<file path="config.mk">
export PLATFORM = sky130hd
export DESIGN_NAME = div_unit_flat
export DESIGN_NICKNAME = d
export VERILOG_FILES = /design/src/rtl/div_unit_if.sv /design/src/rtl/div_unit.sv /design/src/flat_wrapper.sv
export SDC_FILE = /design/constraint.sdc
export NUM_CORES = 1
export LEC_CHECK = 0
export ABC_AREA = 1
export ABC_CLOCK_PERIOD_IN_PS = 17400
export CELL_PAD_IN_SITES_DETAIL_PLACEMENT = 2
export CELL_PAD_IN_SITES_GLOBAL_PLACEMENT = 2
export CORE_MARGIN = 3
export CORE_UTILIZATION = 33
export CTS_CLUSTER_SIZE = 12
export DETAILED_ROUTE_END_ITERATION = 10
export GPL_ROUTABILITY_DRIVEN = 0
export GPL_TIMING_DRIVEN = 1
export HOLD_SLACK_MARGIN = 0.1
export PLACE_DENSITY_LB_ADDON = 0.3
export SETUP_SLACK_MARGIN = 0.15
export SLEW_MARGIN = 25
export SYNTH_ARGS = -nofsm -noshare
export SYNTH_HDL_FRONTEND = slang
export SYNTH_SLANG_ARGS = --single-unit
</file>
<file path="constraint.sdc">
create_clock -name clk -period 17.4 [get_ports clk]
set_input_delay 3.48 -clock clk [delete_from_list [all_inputs] [get_ports clk]]
set_output_delay 3.48 -clock clk [all_outputs]
set_load 0.02 [all_outputs]
</file>
<file path="src/rtl/div_unit_if.sv">
// div_unit_if: request/response bundle between the execute stage and div_unit.
// The master drives the operands and the start pulse. The slave (div_unit)
// returns the result, busy and done.
interface div_unit_if #(
    parameter int WIDTH = 32
);
    logic             start;
    logic [1:0]       op;
    logic [WIDTH-1:0] a;
    logic [WIDTH-1:0] b;
    logic [WIDTH-1:0] result;
    logic             busy;
    logic             done;

    modport master (output start, op, a, b, input  result, busy, done);
    modport slave  (input  start, op, a, b, output result, busy, done);
endinterface

</file>
<file path="src/rtl/div_unit.sv">
// div_unit: iterative radix-2 restoring divider for RV32M DIV/DIVU/REM/REMU.
// It produces one quotient bit per cycle by running a trial subtraction
// through a WIDTH+1 bit ripple-carry adder held in subtract mode.
// Optional macro DIV_EARLY_OUT_EN: a divide by zero or a signed overflow skips
// the iteration and completes on the accepting edge.

// div_rca: ripple-carry adder. With sub_en=1 it computes x - y.
module div_rca #(
    parameter int N = 33
) (
    input  logic [N-1:0] x,
    input  logic [N-1:0] y,
    input  logic         sub_en,
    output logic [N-1:0] sum,
    output logic         cout
);
    logic [N:0] c;

    // Chain of full adders; in subtract mode y is inverted and the carry-in is set
    always_comb begin
        c    = '0;
        sum  = '0;
        c[0] = sub_en;
        for (int unsigned i = 0; i < N; i++) begin
            sum[i]   = x[i] ^ (y[i] ^ sub_en) ^ c[i];
            c[i + 1] = (x[i] & (y[i] ^ sub_en)) | (c[i] & (x[i] ^ (y[i] ^ sub_en)));
        end
        cout = c[N];
    end
endmodule

module div_unit #(
    parameter int WIDTH = 32
) (
    input  logic        clk,
    input  logic        rst,
    div_unit_if.slave   bus
);
    localparam int CW = $clog2(WIDTH);

    typedef enum logic [1:0] {IDLE, CALC, FIXUP, DONE} state_t;

    state_t           state;
    logic [WIDTH:0]   rem;
    logic [WIDTH-1:0] quo;
    logic [WIDTH-1:0] divisor;
    logic [CW-1:0]    cnt;
    logic             rem_sel;
    logic             sa_r;
    logic             sb_r;
    logic             bz_r;

    logic [2*WIDTH:0] shifted;
    logic [WIDTH:0]   trial;
    logic             trial_cout;
    logic             ge;
    logic             in_signed;
    logic             a_neg;
    logic             b_neg;
    logic             b_zero_in;
    logic [WIDTH-1:0] abs_a;
    logic [WIDTH-1:0] abs_b;
    logic             accept;
    logic [WIDTH-1:0] q_fix;
    logic [WIDTH-1:0] r_fix;

    // Shifting the whole {rem, quo} pair drops rem's top bit, which is always 0
    assign shifted = {rem, quo} << 1;

    div_rca #(.N(WIDTH + 1)) u_rca (
        .x      (shifted[2*WIDTH:WIDTH]),
        .y      ({1'b0, divisor}),
        .sub_en (1'b1),
        .sum    (trial),
        .cout   (trial_cout)
    );

    // Operand conditioning, trial decision and sign fixup
    always_comb begin
        ge        = trial_cout & ~trial[WIDTH];
        in_signed = ~bus.op[0];
        a_neg     = in_signed & bus.a[WIDTH-1];
        b_neg     = in_signed & bus.b[WIDTH-1];
        abs_a     = a_neg ? -bus.a : bus.a;
        abs_b     = b_neg ? -bus.b : bus.b;
        b_zero_in = (bus.b == '0);
        accept    = bus.start & ((state == IDLE) | (state == DONE));
        // A zero divisor leaves the all-ones quotient un-negated
        q_fix     = ((sa_r ^ sb_r) & ~bz_r) ? -quo : quo;
        r_fix     = sa_r ? -rem[WIDTH-1:0] : rem[WIDTH-1:0];
    end

`ifdef DIV_EARLY_OUT_EN
    logic             special;
    logic [WIDTH-1:0] special_res;

    // Divide by zero and signed overflow have fixed results known at accept time
    always_comb begin
        special     = b_zero_in |
                      (in_signed & (bus.a == {1'b1, {(WIDTH-1){1'b0}}}) & (bus.b == '1));
        special_res = bus.op[1] ? (b_zero_in ? bus.a : '0)
                                : (b_zero_in ? '1 : bus.a);
    end
`endif

    // Control FSM and datapath registers
    always_ff @(posedge clk or posedge rst) begin
        if (rst) begin
            state      <= IDLE;
            bus.result <= '0;
            bus.busy   <= 1'b0;
            bus.done   <= 1'b0;
            rem        <= '0;
            quo        <= '0;
            divisor    <= '0;
            cnt        <= '0;
            rem_sel    <= 1'b0;
            sa_r       <= 1'b0;
            sb_r       <= 1'b0;
            bz_r       <= 1'b0;
        end else begin
            bus.done <= 1'b0;
            case (state)
                IDLE: ;
                CALC: begin
                    rem <= ge ? trial : shifted[2*WIDTH:WIDTH];
                    quo <= shifted[WIDTH-1:0] | {{(WIDTH-1){1'b0}}, ge};
                    cnt <= cnt - 1'b1;
                    if (cnt == '0) begin
                        state <= FIXUP;
                    end
                end
                FIXUP: begin
                    bus.result <= rem_sel ? r_fix : q_fix;
                    bus.busy   <= 1'b0;
                    bus.done   <= 1'b1;
                    state      <= DONE;
                end
                DONE: state <= IDLE;
                default: state <= IDLE;
            endcase
            // Accepting from IDLE or DONE overrides the case branches above
            if (accept) begin
                rem_sel <= bus.op[1];
                sa_r    <= a_neg;
                sb_r    <= b_neg;
                bz_r    <= b_zero_in;
                rem     <= '0;
                quo     <= abs_a;
                divisor <= abs_b;
                cnt     <= CW'(WIDTH - 1);
`ifdef DIV_EARLY_OUT_EN
                if (special) begin
                    bus.result <= special_res;
                    bus.busy   <= 1'b0;
                    bus.done   <= 1'b1;
                    state      <= DONE;
                end else begin
                    bus.busy <= 1'b1;
                    state    <= CALC;
                end
`else
                bus.busy <= 1'b1;
                state    <= CALC;
`endif
            end
        end
    end
endmodule

</file>
<file path="src/flat_wrapper.sv">
// flat-port wrapper written by rule: the top's interface ports become plain ports
module div_unit_flat 
#(
    parameter int WIDTH = 32
)
  (clk, rst, bus_start, bus_op, bus_a, bus_b, bus_result, bus_busy, bus_done);
  div_unit_if #(.WIDTH(WIDTH)) bus_i ();
  input  logic clk;
  input  logic rst;
  input wire logic [$bits(bus_i.start)-1:0] bus_start;
  input wire logic [$bits(bus_i.op)-1:0] bus_op;
  input wire logic [$bits(bus_i.a)-1:0] bus_a;
  input wire logic [$bits(bus_i.b)-1:0] bus_b;
  output wire logic [$bits(bus_i.result)-1:0] bus_result;
  output wire logic [$bits(bus_i.busy)-1:0] bus_busy;
  output wire logic [$bits(bus_i.done)-1:0] bus_done;
  assign bus_i.start = bus_start;
  assign bus_i.op = bus_op;
  assign bus_i.a = bus_a;
  assign bus_i.b = bus_b;
  assign bus_result = bus_i.result;
  assign bus_busy = bus_i.busy;
  assign bus_done = bus_i.done;
  div_unit #(.WIDTH(WIDTH)) u_core (.clk(clk), .rst(rst), .bus(bus_i));
endmodule
</file>
# Word-level counts from Yosys, hierarchy flattened
# Cells that the tools add are included.
[totals]
reg_bits = 141
input_bits = 69
output_inout_bits = 34
word_cells = 252
[op_classes]
n_addsub = 5
eq_ne = 4
n_mux = 18
bitwise = 206
reduce_logical = 7
[op_table]
columns = ["operator", "count"]
rows = [
  ["32-bit 2-to-1 mux", 10],
  ["32-bit negator", 4],
  ["1-bit bitwise AND", 69],
  ["1-bit XOR", 65],
  ["1-bit NOT", 37],
  ["1-bit bitwise OR", 34],
  ["32-bit zero test", 1],
  ["32-bit by 1-bit bitwise OR with 32-bit output", 1],
  ["5-bit 2-to-1 mux", 2],
  ["2-bit case mux with 3 select lines", 1],
  ["5-bit zero test", 1],
  ["5-bit by 1-bit subtractor with 5-bit output, second input constant", 1],
  ["2-bit equality test, second input constant", 2],
  ["2-bit 2-to-1 mux", 2],
  ["2-bit nonzero test", 2],
  ["4-bit nonzero test", 1],
  ["1-bit 2-to-1 mux", 3],
  ["3-bit by 1-bit != test with 1-bit output, second input constant", 1],
  ["2-bit by 1-bit equality test with 1-bit output, second input constant", 1],
  ["2-bit zero test", 1],
  ["2-bit AND reduction", 1],
]

# Depth between registers and ports, before layout
[logic_depth]
ltp_word = 71
mapped_depth = 44
ltp_nobuf = 43

# Modules after synthesis
# Synthesis repeated with hierarchy kept, for this count alone.
[hier_totals]
hier_cells = 1749
area_unflattened_um2 = 11230.8
[modules_own_cells]
columns = ["module", "instances", "cells_per_inst", "area_each_um2", "seq_area_each_um2"]
rows = [
  ["div_unit", 1, 1511, 9713.1, 3528.4],
  ["div_rca", 1, 238, 1517.7, 0.0],
]

# Worst setup path before layout
# OpenSTA, ideal clock, no wires.
[synth_timing]
path_kind = "flip-flop to flip-flop"
startpoint = "register u_core.quo[31]"
endpoint = "register u_core.rem[19]"
setup_time_ns = 0.083
arrival_ns = 12.768
required_ns = 17.317
path_slack_ns = 4.550
path_stages_with_launch = 44
n_path_buf = 1
period_less_slack_ns = 12.850
path_cell_list = "dfrtp_1 inv_1 ha_1 inv_1 fa_1 inv_1 fa_1 inv_1 fa_1 fa_1 fa_1 fa_1 fa_1 fa_1 fa_1 fa_1 fa_1 fa_1 [... 8 more ...] fa_1 fa_1 fa_1 fa_1 fa_1 fa_1 fa_1 fa_1 fa_1 fa_1 inv_1 fa_1 or2_1 nand2_1 inv_2 clkbuf_1 nor2_1 o22ai_1"
[synth_via]
elab_chain_len = 70
word_cells_on_any_way = 74
classes_between = "mux (3); bitwise (71)"
[synth_rtl]
columns = ["item", "line", "rtl"]
rows = [
  ["start, declared", "div_unit.sv:45", "logic [WIDTH-1:0] quo;"],
  ["start signal, assigned", "div_unit.sv:127", "quo <= shifted[WIDTH-1:0] | {{(WIDTH-1){1'b0}}, ge};"],
  ["start signal, assigned", "div_unit.sv:149", "quo <= abs_a;"],
  ["1-bit bitwise AND or 1-bit XOR (tied branches)", "div_unit.sv:26", "c[i + 1] = (x[i] & (y[i] ^ sub_en)) | (c[i] & (x[i] ^ (y[i] ^ sub_en)));"],
  ["1-bit bitwise OR (*)", "div_unit.sv:26", ""],
  ["1-bit bitwise AND (*)", "div_unit.sv:26", ""],
  ["1-bit bitwise OR (*)", "div_unit.sv:26", ""],
  ["1-bit bitwise AND (*)", "div_unit.sv:26", ""],
  ["1-bit bitwise OR (*)", "div_unit.sv:26", ""],
  ["1-bit bitwise AND (*)", "div_unit.sv:26", ""],
  ["1-bit bitwise OR (*)", "div_unit.sv:26", ""],
  ["[... 54 more ...]", "--", ""],
  ["1-bit bitwise AND", "div_unit.sv:26", ""],
  ["1-bit bitwise OR", "div_unit.sv:26", ""],
  ["1-bit bitwise AND or 1-bit XOR (tied branches)", "div_unit.sv:26, div_unit.sv:25", ""],
  ["1-bit bitwise OR or 1-bit NOT (tied branches)", "div_unit.sv:26, div_unit.sv:80", ""],
  ["1-bit bitwise AND", "div_unit.sv:80", "ge = trial_cout & ~trial[WIDTH];"],
  ["32-bit 2-to-1 mux (*)", "div_unit.sv:126", "rem <= ge ? trial : shifted[2*WIDTH:WIDTH];"],
  ["32-bit 2-to-1 mux (*)", "div_unit.sv:123", "case (state)"],
  ["32-bit 2-to-1 mux (*)", "div_unit.sv:143", "if (accept) begin"],
  ["end signal, assigned", "div_unit.sv:126", ""],
  ["end, declared", "div_unit.sv:44", "logic [WIDTH:0] rem;"],
]
# Mark *: on every way between the ends. The rest lies on a longest branch, timed or not. The select of a mux whose other input is x is not followed.
# A chain may end at the register's enable or synchronous reset.

# Final worst setup path
[layout_timing]
startpoint = "register u_core.quo[31]"
endpoint = "register u_core.rem[9]"
[layout_via]
elab_chain_len = 70
word_cells_on_any_way = 74
classes_between = "mux (3); bitwise (71)"
[layout_rtl]
columns = ["item", "line"]
rows = [
  ["1-bit bitwise AND or 1-bit XOR (tied branches)", "div_unit.sv:26"],
  ["1-bit bitwise OR (*)", "div_unit.sv:26"],
  ["1-bit bitwise AND (*)", "div_unit.sv:26"],
  ["1-bit bitwise OR (*)", "div_unit.sv:26"],
  ["1-bit bitwise AND (*)", "div_unit.sv:26"],
  ["1-bit bitwise OR (*)", "div_unit.sv:26"],
  ["1-bit bitwise AND (*)", "div_unit.sv:26"],
  ["1-bit bitwise OR (*)", "div_unit.sv:26"],
  ["[... 54 more ...]", "--"],
  ["1-bit bitwise AND", "div_unit.sv:26"],
  ["1-bit bitwise OR", "div_unit.sv:26"],
  ["1-bit bitwise AND or 1-bit XOR (tied branches)", "div_unit.sv:26, div_unit.sv:25"],
  ["1-bit bitwise OR or 1-bit NOT (tied branches)", "div_unit.sv:26, div_unit.sv:80"],
  ["1-bit bitwise AND", "div_unit.sv:80"],
  ["32-bit 2-to-1 mux (*)", "div_unit.sv:126"],
  ["32-bit 2-to-1 mux (*)", "div_unit.sv:123"],
  ["32-bit 2-to-1 mux (*)", "div_unit.sv:143"],
]
# Marks and branches as above.

==> summary.txt <==
Synthesis
  – Share of Yosys cell area claimed by the top area cell type: 33.1%
  – Synth top area cells: dfrtp_1 (33%), nand2_1 (16%), nand3_1 (9.2%)
  – Cell Area, Synth: 0.0107 sq mm
  – Yosys top cell by area: dfrtp_1
  – Post-synthesis net count: 1705
  – Syn avg cell area: 6.69 sq um
  – Post-synth top flop: dfrtp_1
  – Fraction of registers with async set/reset: 100%
  – Post-Syn Instances: 1594
  – Count leader, synth: nand2_1
  – Post-synthesis cell type count: 42
  – Post-synth top cells: nand2_1 (465), nor2_1 (207), nand3_1 (197)
  – Synth Warn #: 0
  – Register area share after synthesis: 33.1%
  – Synth Register Bits: 141
  – Post-synth EDFFs: 0

Clock tree
  – Sink Count: 141
  – CTS tree: yes
  – H-Tree Depth: 4
  – Worst-path clk slew: 0.06 ns
  – Clock Tree Buf Depth: 2
  – Number of CTS-inserted buffers: 17
  – Hold buffer count at cts: 0
  – CTS root buffer: clkbuf_16
  – Post-CTS Resized: 0
  – Clk_lat worst skew: 0.44 ns
  – Post-CTS setup buffers: 0

Worst setup path
  – Terminus of the critical flop-to-flop path: u_core.rem[9]$_DFFE_PP0P_
  – R2R setup slack: 2.70 ns
  – CP Data Arrival Time: 15.02 ns
  – R2R Path Start: u_core.quo[31]$_DFFE_PP0P_
  – Slowest CP cell: inv_2
  – Critical Path End Type: flop
  – Worst path most repeated cell: fa_1
  – Critical path startpoint category: flop
  – Cell family with most CP delay: adder cells
  – Critical path class: flop to flop
  – Worst R2R Path Depth: 43
  – CP required: 17.72 ns
  – CP Buf/Inv Count: 7
  – Worst-path fanout max: 34
  – Worst path max stage delay: 0.52 ns

Power
  – Leakage: 5.89 nW
  – Power Density: 208 mW/mm^2
  – Peak supply drop: 131 uV
  – Tot Pwr: 2.63 mW

GRT
  – Total grt overflow: 0
  – Vias in the first global route: 12500
  – First-pass GRT wire length: 70.9 mm
  – Initial antenna violation count: 1
  – Largest net degree at the start of global routing: 82
  – All-Layer GR Usage: 26.4%

Finish
  – ANT cells: 0
  – Fin nets: 1777
  – Fillers: 3859
  – Area of the multi-input gates: 0.00616 sq mm
  – Post-route insts no fill: 2081
  – Layout cells sized above 1: 5.66%
  – FF+latch area: 0.00353 sq mm
  – Synth-to-Final Area Change: 18.7%
  – Final core occ: 39.9%

Placed design
  – Placed Cells: 2048
  – Port bufs: 102
  – Post-DP HPWL: 32.7 mm

Job
  – Maxcap violations: 0

Timing
  – Fin crit share: 84.5%
  – RSZ-0062 raised after global routing: false
  – Final Hold Vio Count: 0
  – Final setup viols: 0
  – Normalized max-slew margin: 40.0%
  – Setup TNS: 0 ns
  – Period minus WS final: 14.70 ns
  – Count of final max-slew check failures: 0
  – Max Fclk: 0.0680 GHz
  – Clock Skew: 0.0124 ns
  – Worst Tran Pin Value: 0.900 ns

Routing
  – Wire per inst: 21.2 um
  – Via count: 11400
  – Antenna violation net count after detailed routing: 0
  – Total iterations of the first detailed-routing run: 7
  – DRC Markers: 0
  – Starting DRC count in detailed routing: 695
  – Drt total wl: 44.1 mm
  – Vias/cell: 5.46

Die
  – I/O pin total: 103
  – Starting Density: 33.6%
  – Row count: 65
  – CORE AREA: 0.0317 sq mm
  – Height of the die: 186 um
  – Die X: 186 um
  – Die area: 0.0345 sq mm

Worst hold path
  – Worst Hold Path EP: u_core.bus.result[16]$_DFFE_PP0P_
  – Hold path start: u_core.bus.result[16]$_DFFE_PP0P_
  – Hold path cells: 2
  – Hold Path Class: flop to flop

Outcome
  – Status: complete, no violations
per-layer routing:
metal / vias to the layer above / share of wire [%] / GRT usage, %
li1: 5288 / - / -
met3: 40 / 3.2 / 3.38
met2: 185 / 49 / 44.6
met5: - / 0.032 / 0
met4: 2 / 1.4 / 5.87
met1: 5854 / 46 / 36.3
placed cells by master, fill, tap and decap left out, types with 23 or more instances in the layout:
| cell | n |
|---|---|
| dfrtp_1 | 141 |
| nor2_1 | 207 |
| nand2_1 | 465 |
| o22ai_1 | 39 |
| nand3_1 | 197 |
| fa_1 | 31 |
| clkdlybuf4s50_1 | 102 |
| inv_1 | 165 |
| o21ai_0 | 113 |
| a21oi_1 | 23 |
area by class of cell:
type | instances | area share, %
multi-input cells | 1214 | 48.7
flip-flops and latches | 141 | 27.9
repair buffers | 113 | 8.82
well taps | 402 | 3.98
clock inverters | 10 | 1.26
inverters | 179 | 5.40
clock buffers | 22 | 3.91
metrics by stage:
| stage | hold slack [ns] | area [sq um] | setup slack, ns |
|---|---|---|---|
| after floorplan | 0.449 | 10700 | 4.55 |
| after global placement | 0.463 | 12000 | 3.52 |
| after detailed placement | 0.470 | 12000 | 3.02 |
| after CTS | 0.487 | 12600 | 2.78 |
| after global routing | 0.514 | 12600 | 2.25 |
| final | 0.484 | 12600 | 2.70 |
worst reg2reg max path: cells and delay by family, from the launching register on:
kind,cells,cell delay (ns)
fa+ha+maj,32,12.39
flops,1,0.39
buf+inv,7,1.18
simple gates,3,0.30
compound gates,1,0.32
cells by family (layout without fill, tap and decap cells):
logic type / Yosys count / in the layout / synth area share (%)
simple gates: 930 / 930 / 37.2
buf+inv: 239 / 324 / 9.12
compound gates: 227 / 227 / 12.3
flops: 141 / 141 / 33.1
fa+ha+maj: 42 / 42 / 7.11
xor+xnor: 15 / 15 / 1.23
state kept, by name, summed over array words and instances (netlist names), 2 cells and up:
name               count
u_core.quo            32
u_core.bus.result     32
u_core.rem            32
u_core.state           2
u_core.cnt             5
u_core.divisor        32
worst max path at each step:
stage | from | to | cells past startpoint
after floorplan | u_core.quo[31]$_DFFE_PP0P_ | u_core.rem[19]$_DFFE_PP0P_ | 43
after global placement | u_core.quo[31]$_DFFE_PP0P_ | u_core.rem[2]$_DFFE_PP0P_ | 44
after detailed placement | u_core.quo[31]$_DFFE_PP0P_ | u_core.rem[2]$_DFFE_PP0P_ | 44
after CTS | u_core.quo[31]$_DFFE_PP0P_ | u_core.rem[2]$_DFFE_PP0P_ | 44
after global routing | u_core.quo[31]$_DFFE_PP0P_ | u_core.rem[2]$_DFFE_PP0P_ | 44
final | u_core.quo[31]$_DFFE_PP0P_ | u_core.rem[9]$_DFFE_PP0P_ | 43
where the power goes:
part | switching, mW | leakage, nW | internal [mW]
sequential | 0.154 | 1.75 | 0.480
combinational | 1.07 | 3.82 | 0.512
clock | 0.154 | 0.318 | 0.259
total | 1.38 | 5.89 | 1.25
(Power assumes the default switching activity.)
